### config.mk
export PLATFORM = sky130hd
export DESIGN_NAME = mvm_stream_ctrl
export DESIGN_NICKNAME = d
export VERILOG_FILES = /design/src/rtl/mvm_pkg.sv /design/src/rtl/mvm_stream_ctrl.sv
export SDC_FILE = /design/constraint.sdc
export NUM_CORES = 1
export LEC_CHECK = 0
export ABC_AREA = 1
export BUFFER_PORTS_ARGS = -buffer_cell sky130_fd_sc_hd__buf_2
export CORE_AREA = 2 2 162 116
export DETAILED_ROUTE_END_ITERATION = 8
export DIE_AREA = 0 0 164 118
export PLACE_DENSITY = 0.87
export SYNTH_ARGS = -nofsm -noshare
export SYNTH_HDL_FRONTEND = slang
export SYNTH_SLANG_ARGS = --single-unit
### constraint.sdc
create_clock -name clk -period 2.5 [get_ports clk]
set_input_delay 0.5 -clock clk [delete_from_list [all_inputs] [get_ports clk]]
set_output_delay 0.5 -clock clk [all_outputs]
set_load 0.01 [all_outputs]
### src/rtl/mvm_pkg.sv
// Shared definitions for the mvm matrix-vector multiplier and its stream controller:
// controller state codes and the row-major element offset used to slice the flattened buses.
package mvm_pkg;

    localparam logic [2:0] ST_IDLE   = 3'd0;
    localparam logic [2:0] ST_LOAD_M = 3'd1;
    localparam logic [2:0] ST_LOAD_V = 3'd2;
    localparam logic [2:0] ST_START  = 3'd3;
    localparam logic [2:0] ST_WAIT   = 3'd4;
    localparam logic [2:0] ST_DRAIN  = 3'd5;

    typedef enum logic [2:0] {
        S_IDLE   = ST_IDLE,
        S_LOAD_M = ST_LOAD_M,
        S_LOAD_V = ST_LOAD_V,
        S_START  = ST_START,
        S_WAIT   = ST_WAIT,
        S_DRAIN  = ST_DRAIN
    } ctrl_state_e;

    // LSB of element (row, col) in a row-major bus whose element (0,0) sits at the top.
    function automatic int elem_lsb(input int row, input int col, input int rows,
                                    input int cols, input int width);
        return width * cols * (rows - row) - width * col - width;
    endfunction

endpackage

### src/rtl/mvm_stream_ctrl.sv
// Stream front/back end for mvm: loads matrix/vector from an element stream, starts mvm,
// captures the result and replays it row by row on an output stream.
module mvm_stream_ctrl
    import mvm_pkg::*;
#(
    parameter int MATRIX_ROWS = 6,
    parameter int SHARED_DIM  = 3,
    parameter int WIDTH       = 8
) (
    input  logic                                    clk,
    input  logic                                    reset_n,
    input  logic                                    in_valid,
    input  logic [WIDTH-1:0]                        in_data,
    output logic                                    in_ready,
    input  logic                                    reuse_weights,
    output logic [MATRIX_ROWS*SHARED_DIM*WIDTH-1:0] matrix,
    output logic [SHARED_DIM*WIDTH-1:0]             vector,
    output logic                                    mvm_start,
    input  logic                                    mvm_done,
    input  logic [MATRIX_ROWS*WIDTH-1:0]            mvm_result,
    output logic                                    out_valid,
    output logic [WIDTH-1:0]                        out_data,
    output logic                                    out_last,
    input  logic                                    out_ready,
    output logic                                    busy,
    output logic [2:0]                              dbg_state
);

    // Valid/ready: a beat transfers on a rising edge where valid and ready are both high;
    // neither side may make its valid depend on the other side's ready.
    localparam int M_ELEMS = MATRIX_ROWS * SHARED_DIM;
    localparam int IDX_W   = $clog2(M_ELEMS + 1);
    localparam int RIDX_W  = $clog2(MATRIX_ROWS + 1);
    localparam logic [IDX_W-1:0]  M_LAST = IDX_W'(M_ELEMS - 1);
    localparam logic [IDX_W-1:0]  V_LAST = IDX_W'(SHARED_DIM - 1);
    localparam logic [RIDX_W-1:0] R_LAST = RIDX_W'(MATRIX_ROWS - 1);

    ctrl_state_e                          state_q, state_d;
    logic [IDX_W-1:0]                     idx_q, idx_d;
    logic [RIDX_W-1:0]                    ridx_q, ridx_d;
    logic                                 wv_q, wv_d;
    logic [M_ELEMS*WIDTH-1:0]             matrix_q, matrix_d;
    logic [SHARED_DIM*WIDTH-1:0]          vector_q, vector_d;
    logic [MATRIX_ROWS*WIDTH-1:0]         result_q, result_d;

    always_ff @(posedge clk or negedge reset_n) begin
        if (!reset_n) begin
            state_q  <= S_IDLE;
            idx_q    <= '0;
            ridx_q   <= '0;
            wv_q     <= 1'b0;
            matrix_q <= '0;
            vector_q <= '0;
            result_q <= '0;
        end else begin
            state_q  <= state_d;
            idx_q    <= idx_d;
            ridx_q   <= ridx_d;
            wv_q     <= wv_d;
            matrix_q <= matrix_d;
            vector_q <= vector_d;
            result_q <= result_d;
        end
    end

    always_comb begin
        state_d   = state_q;
        idx_d     = idx_q;
        ridx_d    = ridx_q;
        wv_d      = wv_q;
        matrix_d  = matrix_q;
        vector_d  = vector_q;
        result_d  = result_q;
        in_ready  = 1'b0;
        mvm_start = 1'b0;
        out_valid = 1'b0;
        out_last  = 1'b0;
        out_data  = '0;

        case (state_q)
            S_IDLE: begin
                state_d = (reuse_weights && wv_q) ? S_LOAD_V : S_LOAD_M;
            end
            S_LOAD_M: begin
                in_ready = 1'b1;
                if (in_valid) begin
                    for (int r = 0; r < MATRIX_ROWS; r++) begin
                        for (int c = 0; c < SHARED_DIM; c++) begin
                            if (idx_q == IDX_W'(r * SHARED_DIM + c)) begin
                                matrix_d[elem_lsb(r, c, MATRIX_ROWS, SHARED_DIM, WIDTH) +: WIDTH] = in_data;
                            end
                        end
                    end
                    if (idx_q == M_LAST) begin
                        idx_d   = '0;
                        wv_d    = 1'b1;
                        state_d = S_LOAD_V;
                    end else begin
                        idx_d = idx_q + IDX_W'(1);
                    end
                end
            end
            S_LOAD_V: begin
                in_ready = 1'b1;
                if (in_valid) begin
                    for (int k = 0; k < SHARED_DIM; k++) begin
                        if (idx_q == IDX_W'(k)) begin
                            vector_d[WIDTH * (SHARED_DIM - k) - WIDTH +: WIDTH] = in_data;
                        end
                    end
                    if (idx_q == V_LAST) begin
                        idx_d   = '0;
                        state_d = S_START;
                    end else begin
                        idx_d = idx_q + IDX_W'(1);
                    end
                end
            end
            S_START: begin
                mvm_start = 1'b1;
                state_d   = S_WAIT;
            end
            S_WAIT: begin
                if (mvm_done) begin
                    result_d = mvm_result;
                    state_d  = S_DRAIN;
                end
            end
            S_DRAIN: begin
                out_valid = 1'b1;
                for (int r = 0; r < MATRIX_ROWS; r++) begin
                    if (ridx_q == RIDX_W'(r)) begin
                        out_data = result_q[WIDTH * (MATRIX_ROWS - r) - WIDTH +: WIDTH];
                    end
                end
                out_last = (ridx_q == R_LAST);
                if (out_ready) begin
                    if (ridx_q == R_LAST) begin
                        ridx_d  = '0;
                        state_d = S_IDLE;
                    end else begin
                        ridx_d = ridx_q + RIDX_W'(1);
                    end
                end
            end
            default: begin
                state_d = S_IDLE;
            end
        endcase
    end

    assign matrix    = matrix_q;
    assign vector    = vector_q;
    assign busy      = (state_q != S_IDLE);
    assign dbg_state = state_q;

endmodule
[After elaboration in Yosys (flattened, before gate mapping)]
Index checks and enable logic that the tools add are counted.
Cells by class
  reduce and logical (&&, ||, !) cells: 32
  $add $sub $neg: 2
  multiplexer cells: 26
  equal/unequal tests: 34
Operators by type and width (number)
  AND reduction 3 bit: 22
  2-to-1 mux 8 bit: 7
  == test 5 x 4 -> 1 bit (second input constant): 8
  2-to-1 mux 3 bit: 8
  == test 5 x 3 -> 1 bit (second input constant): 4
  2-to-1 mux 5 bit: 4
  one-hot mux 3 bit (6 select lines): 1
  != test 2 bit (second input constant): 7
  == test 3 x 2 -> 1 bit (second input constant): 4
  == test 3 bit (second input constant): 4
  == test 5 x 2 -> 1 bit (second input constant): 2
  == test 5 bit (second input constant): 2
  one-hot mux 5 bit (2 select lines): 1
  AND reduction 7 bit: 1
  == test 3 x 1 -> 1 bit (second input constant): 2
  logical NOT 3 bit: 2
  adder 5 x 1 -> 5 bit (second input constant): 1
  == test 5 x 1 -> 1 bit (second input constant): 1
  logical NOT 5 bit: 1
  2-to-1 mux 1 bit: 4
  AND reduction 2 bit: 2
  adder 3 x 1 -> 3 bit (second input constant): 1
  nonzero test 3 bit: 1
  2-to-1 mux 2 bit: 1
  other kinds (3): 3
Storage, ports and cells
  output and inout port bits: 184
  bits in registers: 228

[Depth between registers and ports, before layout]
Gate-level depths: netlist (run 1).
  depth after elaboration: 8
  mapped depth: 11
  depth with buffers taken out: 11

[Worst setup path before layout (run 1)]
No wires, ideal clock.
  path kind: reg-to-output
  from: register ridx_q[2]
  to: output out_data[5]
  stages on the path, launching flop included: 12
  arrival: 1865 ps
  required time: 2000 ps
  setup slack: 135 ps
  cells stage by stage: dfrtp_1 -> inv_1 -> buf_2 -> buf_1 -> ha_1 -> clkbuf_1 -> clkbuf_1 -> nor2_1 -> nand2_1 -> nand2_1 -> nand2_1 -> nand2_1
Between the ends
  longest elaborated chain between the ends: 8
  elaborated cells between the ends (all ways): 13
  those cells by class: eq/ne (5); mux (7); reduce/logical (1)
Ends and longest elaborated chain
  start: declaration: RTL line mvm_stream_ctrl.sv:40  | logic [RIDX_W-1:0] ridx_q, ridx_d;
  start signal: assignment: RTL line mvm_stream_ctrl.sv:58  | ridx_q <= ridx_d;
  logical NOT 3 bit: RTL line mvm_stream_ctrl.sv:132  | if (ridx_q == RIDX_W'(r)) begin
  2-to-1 mux 8 bit (5 in series): RTL line mvm_stream_ctrl.sv:132
  2-to-1 mux 8 bit (*): RTL line mvm_stream_ctrl.sv:132
  2-to-1 mux 8 bit (*): RTL line mvm_stream_ctrl.sv:80  | case (state_q)
  end: declaration: RTL line mvm_stream_ctrl.sv:22  | output logic [WIDTH-1:0] out_data,
Mark *: on every way between the ends. The rest lies on a longest branch, timed or not.

[Final worst setup path (run 1)]
  from: register ridx_q[0]
  to: output out_data[0]
The elaborated chain is that of the path after synthesis.

==> results.py, run 1 <==
metrics = {
    "run_status": {
        "status": "finished, final reports clean",
    },
    "yosys": {
        "number_of_storage_elements_in_the_synthesis_netlist": 228,
        "synth_sequential_area_ratio_pct": 61.17,
        "ys_warn_count": 0,
        "synth_top_family_by_area": "simple AND/OR/NAND/NOR gates",
        "synth.avg_cell_area_um2": 9.451,
        "yosys.area_share.simple_pct": 18.34,
        "synthMuxAreaShare_pct": 4.829,
        "ys_types": 24,
        "post_synth_fa_ha_maj_area_fraction_pct": 0.8048,
        "postSynthCellCount": 987,
        "compound_gate_portion_of_the_synthesized_area_pct": 10.76,
        "synth-xor-area-share_pct": 0.2817,
        "synth_fp_nets": 1055,
        "mappedNetlistArea_um2": 9328,
    },
    "floorplan": {
        "floorplan.core_area_um2": 17800,
        "floorplan.rows": 41,
        "die-width_um": 164,
        "fp.dieArea_um2": 19350,
        "top_level_ports": 246,
        "die_height_um": 118,
        "initial_utilization_pct": 52.40,
    },
    "worst_setup_path": {
        "worstPathCellList": "nand2_1 > inv_1 > ha_4 > nor2_1 > nand2_1 > nand2_1 > nand2_1 > nand2_1 > buf_2",
        "cp_data_arrival_time_ns": 1.92,
        "cp-start-kind": "flip-flop",
        "critical_path.n_buffers_inverters": 2,
        "cp_common_cell": "nand2_1",
        "cpPeakStageDelay_ns": 0.48,
        "slowest_stage": "dfrtp_2",
        "crit_required_ns": 2.00,
        "regToRegSetupSlack_ns": 0.37,
        "critical_path_peak_fanout": 16,
        "worst-setup-path-type": "reg2out",
        "critPathTopFamily": "simple AND/OR/NAND/NOR gates",
        "critPathCaptureType": "output port",
    },
    "pwr": {
        "p_int_mw": 8.533,
        "vdd_ir_drop_max_mv": 0.6840,
        "swShare_pct": 34.86,
        "powerDensity_nw_per_um2": 1113,
        "power.sequential.fraction_pct": 42.6,
        "power.leakage_nw": 6.432,
        "post-layout-total-power_mw": 13.10,
        "power.net_switching_mw": 4.567,
        "power.clock.fraction_pct": 27.5,
        "comb_power_share_pct": 29.9,
    },
    "routing": {
        "first_pass_iteration_count_of_the_detailed_router": 5,
        "avgViaCountPerCell": 5.389,
        "antenna_left": 0,
        "route.detailed.drc": 0,
        "routed_wire_length_per_instance_um": 17.98,
        "routed_wirelength_um": 26600,
        "detailroute.via_count": 7976,
        "initialDrtViolationCount": 725,
    },
    "cts": {
        "htree_num_levels": 1,
        "clock-sinks": 228,
        "max-clock-path-buffers": 3,
        "numCtsBuffers": 22,
        "clkLatencyLatePin_ns": 0.50,
        "clock_tree.root_cell": "clkbuf_16",
        "cts_tree": "built",
        "clock_transition_at_the_registers_of_the_reported_paths_ns": 0.06,
    },
    "placed_design": {
        "port-buffer-count": 245,
        "post-place-cells": 1430,
        "place_ws_ns": 0.3080,
        "detailed_place_hpwl_um": 17940,
        "placed_cell_area_um2": 10810,
        "place_congestion": 1.002,
    },
    "final_layout": {
        "layout.cells.non_filler": 1480,
        "num-nets-final": 1296,
        "syn2layout_area_growth_pct": 26.13,
        "post-route-util_pct": 66.09,
        "post_route_cells_drive_above_1_share_pct": 30.39,
        "final_cell_area_um2": 11770,
        "antenna_cells_inserted": 0,
    },
    "timing": {
        "max_freq_mhz": 413.5,
        "final-max-slew-violation-count": 0,
        "hold_viol_final": 0,
        "timing.final.setup_violations": 0,
        "timing.final.ws_setup_ns": 0.08153,
        "finalSetupTns_ns": 0,
        "worst_slew_margin_rel_pct": 54.31,
        "final.min_clock_period_ns": 2.418,
        "finalCritPeriodShare_pct": 96.74,
        "max_slew.worst_pin.slew_ns": 0.6846,
        "finClkSkew_ns": 0.009688,
        "fin_worst_hold_slack_ns": 0.2320,
    },
    "global_route": {
        "gr-total-overflow": 0,
        "grt_use_total_pct": 27.22,
        "antenna_found_initial": 0,
        "grt_first_pass_wirelength_um": 41300,
        "grt_max_degree": 76,
        "first_global_vias": 7611,
    },
    "worst_hold_path": {
        "timing.hold.worst.class": "in2reg",
    },
    "run": {
        "maxCapViolations": 0,
    },
}
synthesized netlist by cell type:
cell	count	area, um2
a21oi_1	25	125.1
xor2_1	3	26.28
nor2_1	35	131.4
nand3_1	34	170.2
dfrtp_1	228	5705
o21ai_0	114	570.6
nand2_2	2	12.51
buf_1	2	7.510
nand3b_1	1	7.510
inv_1	37	138.9
nand2_1	319	1197
nor2_2	12	75.07
clkbuf_1	38	142.6
ha_1	6	75.07
buf_2	12	60.06
mux2_2	40	450.4
nand4_1	9	56.30
nor3_1	3	15.01
clkinv_1	1	3.750
o31ai_1	1	7.510
o21ai_1	60	300.3
nor3_2	2	20.02
inv_2	1	3.750
nand4_2	2	25.02
registers in the layout, indices dropped and copies added, names as in the netlist:
| signal | count |
|---|---|
| matrix | 144 |
| result_q | 48 |
| vector | 24 |
| idx_q | 5 |
| dbg_state | 3 |
| ridx_q | 3 |
| wv_q | 1 |
per-layer routing:
layer  vias up  part of all wire, %  GRT usage, %
li1       3710                    -             -
met1      3891                   44         39.38
met4         0                  2.2         6.963
met2       331                   44         40.57
met5         -                    0             0
met3        44                  8.9         7.822
power by group through the flow:
stage / Combinational (mW) / Clock [mW] / Sequential, mW
finish: 3.92 / 3.60 / 5.58
global route: 4.35 / 3.79 / 5.69
CTS: 3.77 / 3.64 / 5.56
detailed placement: 3.67 / 0 / 5.59
global placement: 3.55 / 0 / 5.56
floorplan: 1.93 / 0 / 5.73
final cells by class:
type,instances,area (um2)
fill,1403,6036
sequential,228,5709
multi-input combinational,668,3336
timing repair buffer,269,1485
clock buffer,31,665.6
tap,236,295.3
inverter,39,150.1
clock inverter,9,123.9
worst paths after layout:
| kind | startpoint | endpoint | cells past startpoint |
|---|---|---|---|
| setup / recovery | ridx_q[0] | out_data[0] | 9 |
| hold / removal | mvm_result[25] | result_q[25] | 2 |
| setup reg to reg | idx_q[0] | vector[0] | 8 |
| hold reg to reg | matrix[38] | matrix[38] | 2 |
| max in group asynchronous | reset_n | matrix[121] | 3 |
| min in group asynchronous | reset_n | matrix[71] | 2 |
logic make-up (layout without fill, tap and decap cells):
| group | count (synthesis) | after routing |
|---|---|---|
| buffers and inverters | 91 | 348 |
| adder cells (fa/ha/maj) | 6 | 6 |
| AO/OA/AOI/OAI | 200 | 200 |
| multiplexers | 40 | 40 |
| XOR/XNOR | 3 | 3 |
| flip-flops | 228 | 228 |
| AND/OR/NAND/NOR | 419 | 419 |
cell usage in the layout, fill, tap and decap left out, types with 25 or more instances in the layout:
cell type and n:
a21oi_1 25, buf_2 244, dfrtp_1 225, inv_1 35, mux2_2 40, nand2_1 318, nand3_1 31, nor2_1 33
o21ai_0 114, o21ai_1 60
repair_timing:
item                       in CTS  in global routing
pin swaps                       0                  2
hold buffers                    1                  0
hold endpoints to repair        6                  0
cloned                          0                  0
setup endpoints to repair       9                  8
buffers inserted                2                  7
resized for setup              13                  8
No activity file was read; power rests on OpenSTA's default activity.
==> run 2: changes to the inputs <==
--- a/config.mk
+++ b/config.mk
@@ -10,6 +10,7 @@
 export CORE_AREA = 2 2 162 116
 export DETAILED_ROUTE_END_ITERATION = 8
 export DIE_AREA = 0 0 164 118
+export GPL_TIMING_DRIVEN = 0
 export PLACE_DENSITY = 0.87
 export SYNTH_ARGS = -nofsm -noshare
 export SYNTH_HDL_FRONTEND = slang
==> results.py, run 2 (same netlist as run 1, synthesis figures left out) <==
metrics = {
    "run_status": {
        "violations_in_the_final_reports": "negative setup slack",
        "status": "finished with violations",
    },
    "timing": {
        "timing.final.setup_violations": 5,
        "finClkSkew_ns": 0.01081,
        "rsz0062_at_grt": "yes",
        "final.min_clock_period_ns": 2.549,
        "finalCritPeriodShare_pct": 101.9,
        "fin_worst_hold_slack_ns": 0.04189,
        "final-max-slew-violation-count": 0,
        "timing.final.ws_setup_ns": -0.04872,
        "max_freq_mhz": 392.4,
        "max_slew.worst_pin.slew_ns": 0.8325,
        "hold_viol_final": 0,
        "worst_slew_margin_rel_pct": 44.50,
        "finalSetupTns_ns": -0.07837,
    },
    "pwr": {
        "post-layout-total-power_mw": 13.18,
        "power.sequential.fraction_pct": 42.0,
        "powerDensity_nw_per_um2": 1106,
        "power.clock.fraction_pct": 26.0,
        "comb_power_share_pct": 31.9,
        "power.net_switching_mw": 4.674,
        "power.leakage_nw": 6.445,
        "swShare_pct": 35.47,
        "vdd_ir_drop_max_mv": 0.6864,
        "p_int_mw": 8.502,
    },
    "floorplan": {
        "initial_utilization_pct": 52.40,
        "floorplan.core_area_um2": 17800,
        "floorplan.rows": 41,
        "fp.dieArea_um2": 19350,
        "die-width_um": 164,
        "die_height_um": 118,
        "top_level_ports": 246,
    },
    "routing": {
        "routed_wirelength_um": 27180,
        "first_pass_iteration_count_of_the_detailed_router": 6,
        "antenna_left": 0,
        "route.detailed.drc": 0,
        "avgViaCountPerCell": 5.440,
        "routed_wire_length_per_instance_um": 17.98,
        "initialDrtViolationCount": 847,
        "detailroute.via_count": 8225,
    },
    "cts": {
        "clock_tree.root_cell": "clkbuf_16",
        "cts_tree": "built",
        "clkLatencyLatePin_ns": 0.51,
        "htree_num_levels": 1,
        "clock-sinks": 228,
        "numCtsBuffers": 23,
        "max-clock-path-buffers": 3,
        "clock_transition_at_the_registers_of_the_reported_paths_ns": 0.06,
    },
    "worst_hold_path": {
        "timing.hold.worst.class": "in2async",
    },
    "final_layout": {
        "antenna_cells_inserted": 0,
        "num-nets-final": 1328,
        "largest_register_ff_count": 144,
        "layout.cells.most_common_list": "nand2_1, buf_2, dfrtp_1, o21ai_0, o21ai_1",
        "post_route_cells_drive_above_1_share_pct": 31.43,
        "layout.cells.non_filler": 1512,
        "syn2layout_area_growth_pct": 27.77,
        "layout.cells.most_common": "nand2_1",
    },
    "global_route": {
        "grt_max_degree": 118,
        "first_global_vias": 7987,
        "grt_use_total_pct": 27.72,
        "gr-total-overflow": 0,
        "antenna_found_initial": 0,
        "grt_first_pass_wirelength_um": 42520,
    },
    "worst_setup_path": {
        "r2r_cells": 7,
        "crit_required_ns": 2.00,
        "critPathCaptureType": "output port",
        "critical_path.n_buffers_inverters": 4,
        "timing.rr.end": "matrix[22]",
        "critical_path_peak_fanout": 5,
        "worst-setup-path-type": "reg2out",
        "slowest_stage": "dfrtp_2",
        "cpPeakStageDelay_ns": 0.45,
        "cp_data_arrival_time_ns": 2.05,
        "critPathTopFamily": "buffers and inverters",
        "regToRegSetupSlack_ns": 0.20,
        "cp-start-kind": "flip-flop",
        "r2r-start": "idx_q[2]",
        "worstPathCellList": "buf_8 > nand2_4 > inv_2 > ha_4 > buf_8 > a21oi_1 > nand2_2 > nand2_2 > nand2_1 > buf_2",
    },
    "placed_design": {
        "place_congestion": 0.8879,
        "detailed_place_hpwl_um": 18580,
        "place_ws_ns": -0.3565,
        "post-place-cells": 1460,
        "port-buffer-count": 236,
    },
    "run": {
        "maxCapViolations": 0,
    },
}
## run 2: cell type report
cell class	instances	area, um2
multi-input cells	668	3428
fillers	1359	5883
plain buffers	51	255.2
clock inverters	8	101.3
clock buffers	33	643.1
flip-flops and latches	228	5709
repair buffers	249	1338
well taps	236	295.3
inverters	39	147.6
## run 2: repair_timing
item                                   in CTS  in global routing
resized for setup                          31                 43
setup buffers                               7                  4
pin swaps                                   4                 12
endpoints found under the hold margin       0                  0
cloned                                      1                  0
hold buffers                                0                  0
setup endpoints to repair                   9                 16
## run 2: layer usage
layer / part of all wire, % / global-route usage, % / vias up
met4: 2.2 / 7.785 / 0
met2: 46 / 42.65 / 390
li1: - / - / 3771
met1: 43 / 39.53 / 4005
met3: 9.3 / 6.624 / 59
met5: 0 / 0 / -
## run 2: worst max path at each step
stage,end,slack [ns],cells after the start,start
after CTS,out_data[6],-0.004,10,ridx_q[0]
after detailed placement,out_data[6],-0.36,12,ridx_q[2]
after floorplan,out_data[5],0.13,11,ridx_q[2]
final,out_data[0],-0.05,10,ridx_q[0]
after global routing,out_data[0],-0.12,10,ridx_q[0]
after global placement,matrix[130],-2.92,1,reset_n
## run 2: metrics by stage
step,area [um2],utilization [%]
after floorplan,9328,-
after global placement,10800,60.69
after detailed placement,10840,60.91
after CTS,11760,66.04
after global routing,11920,66.95
final,11920,66.95
## run 2: power by group through the flow
stage                     clock (mW)  combinational (mW)  sequential, mW
after floorplan                    0                1.93            5.73
after global placement             0                3.59            5.47
after detailed placement           0                3.75            5.52
after CTS                       3.47                3.97            5.48
after global routing            3.62                4.62            5.64
final                           3.43                4.21            5.54
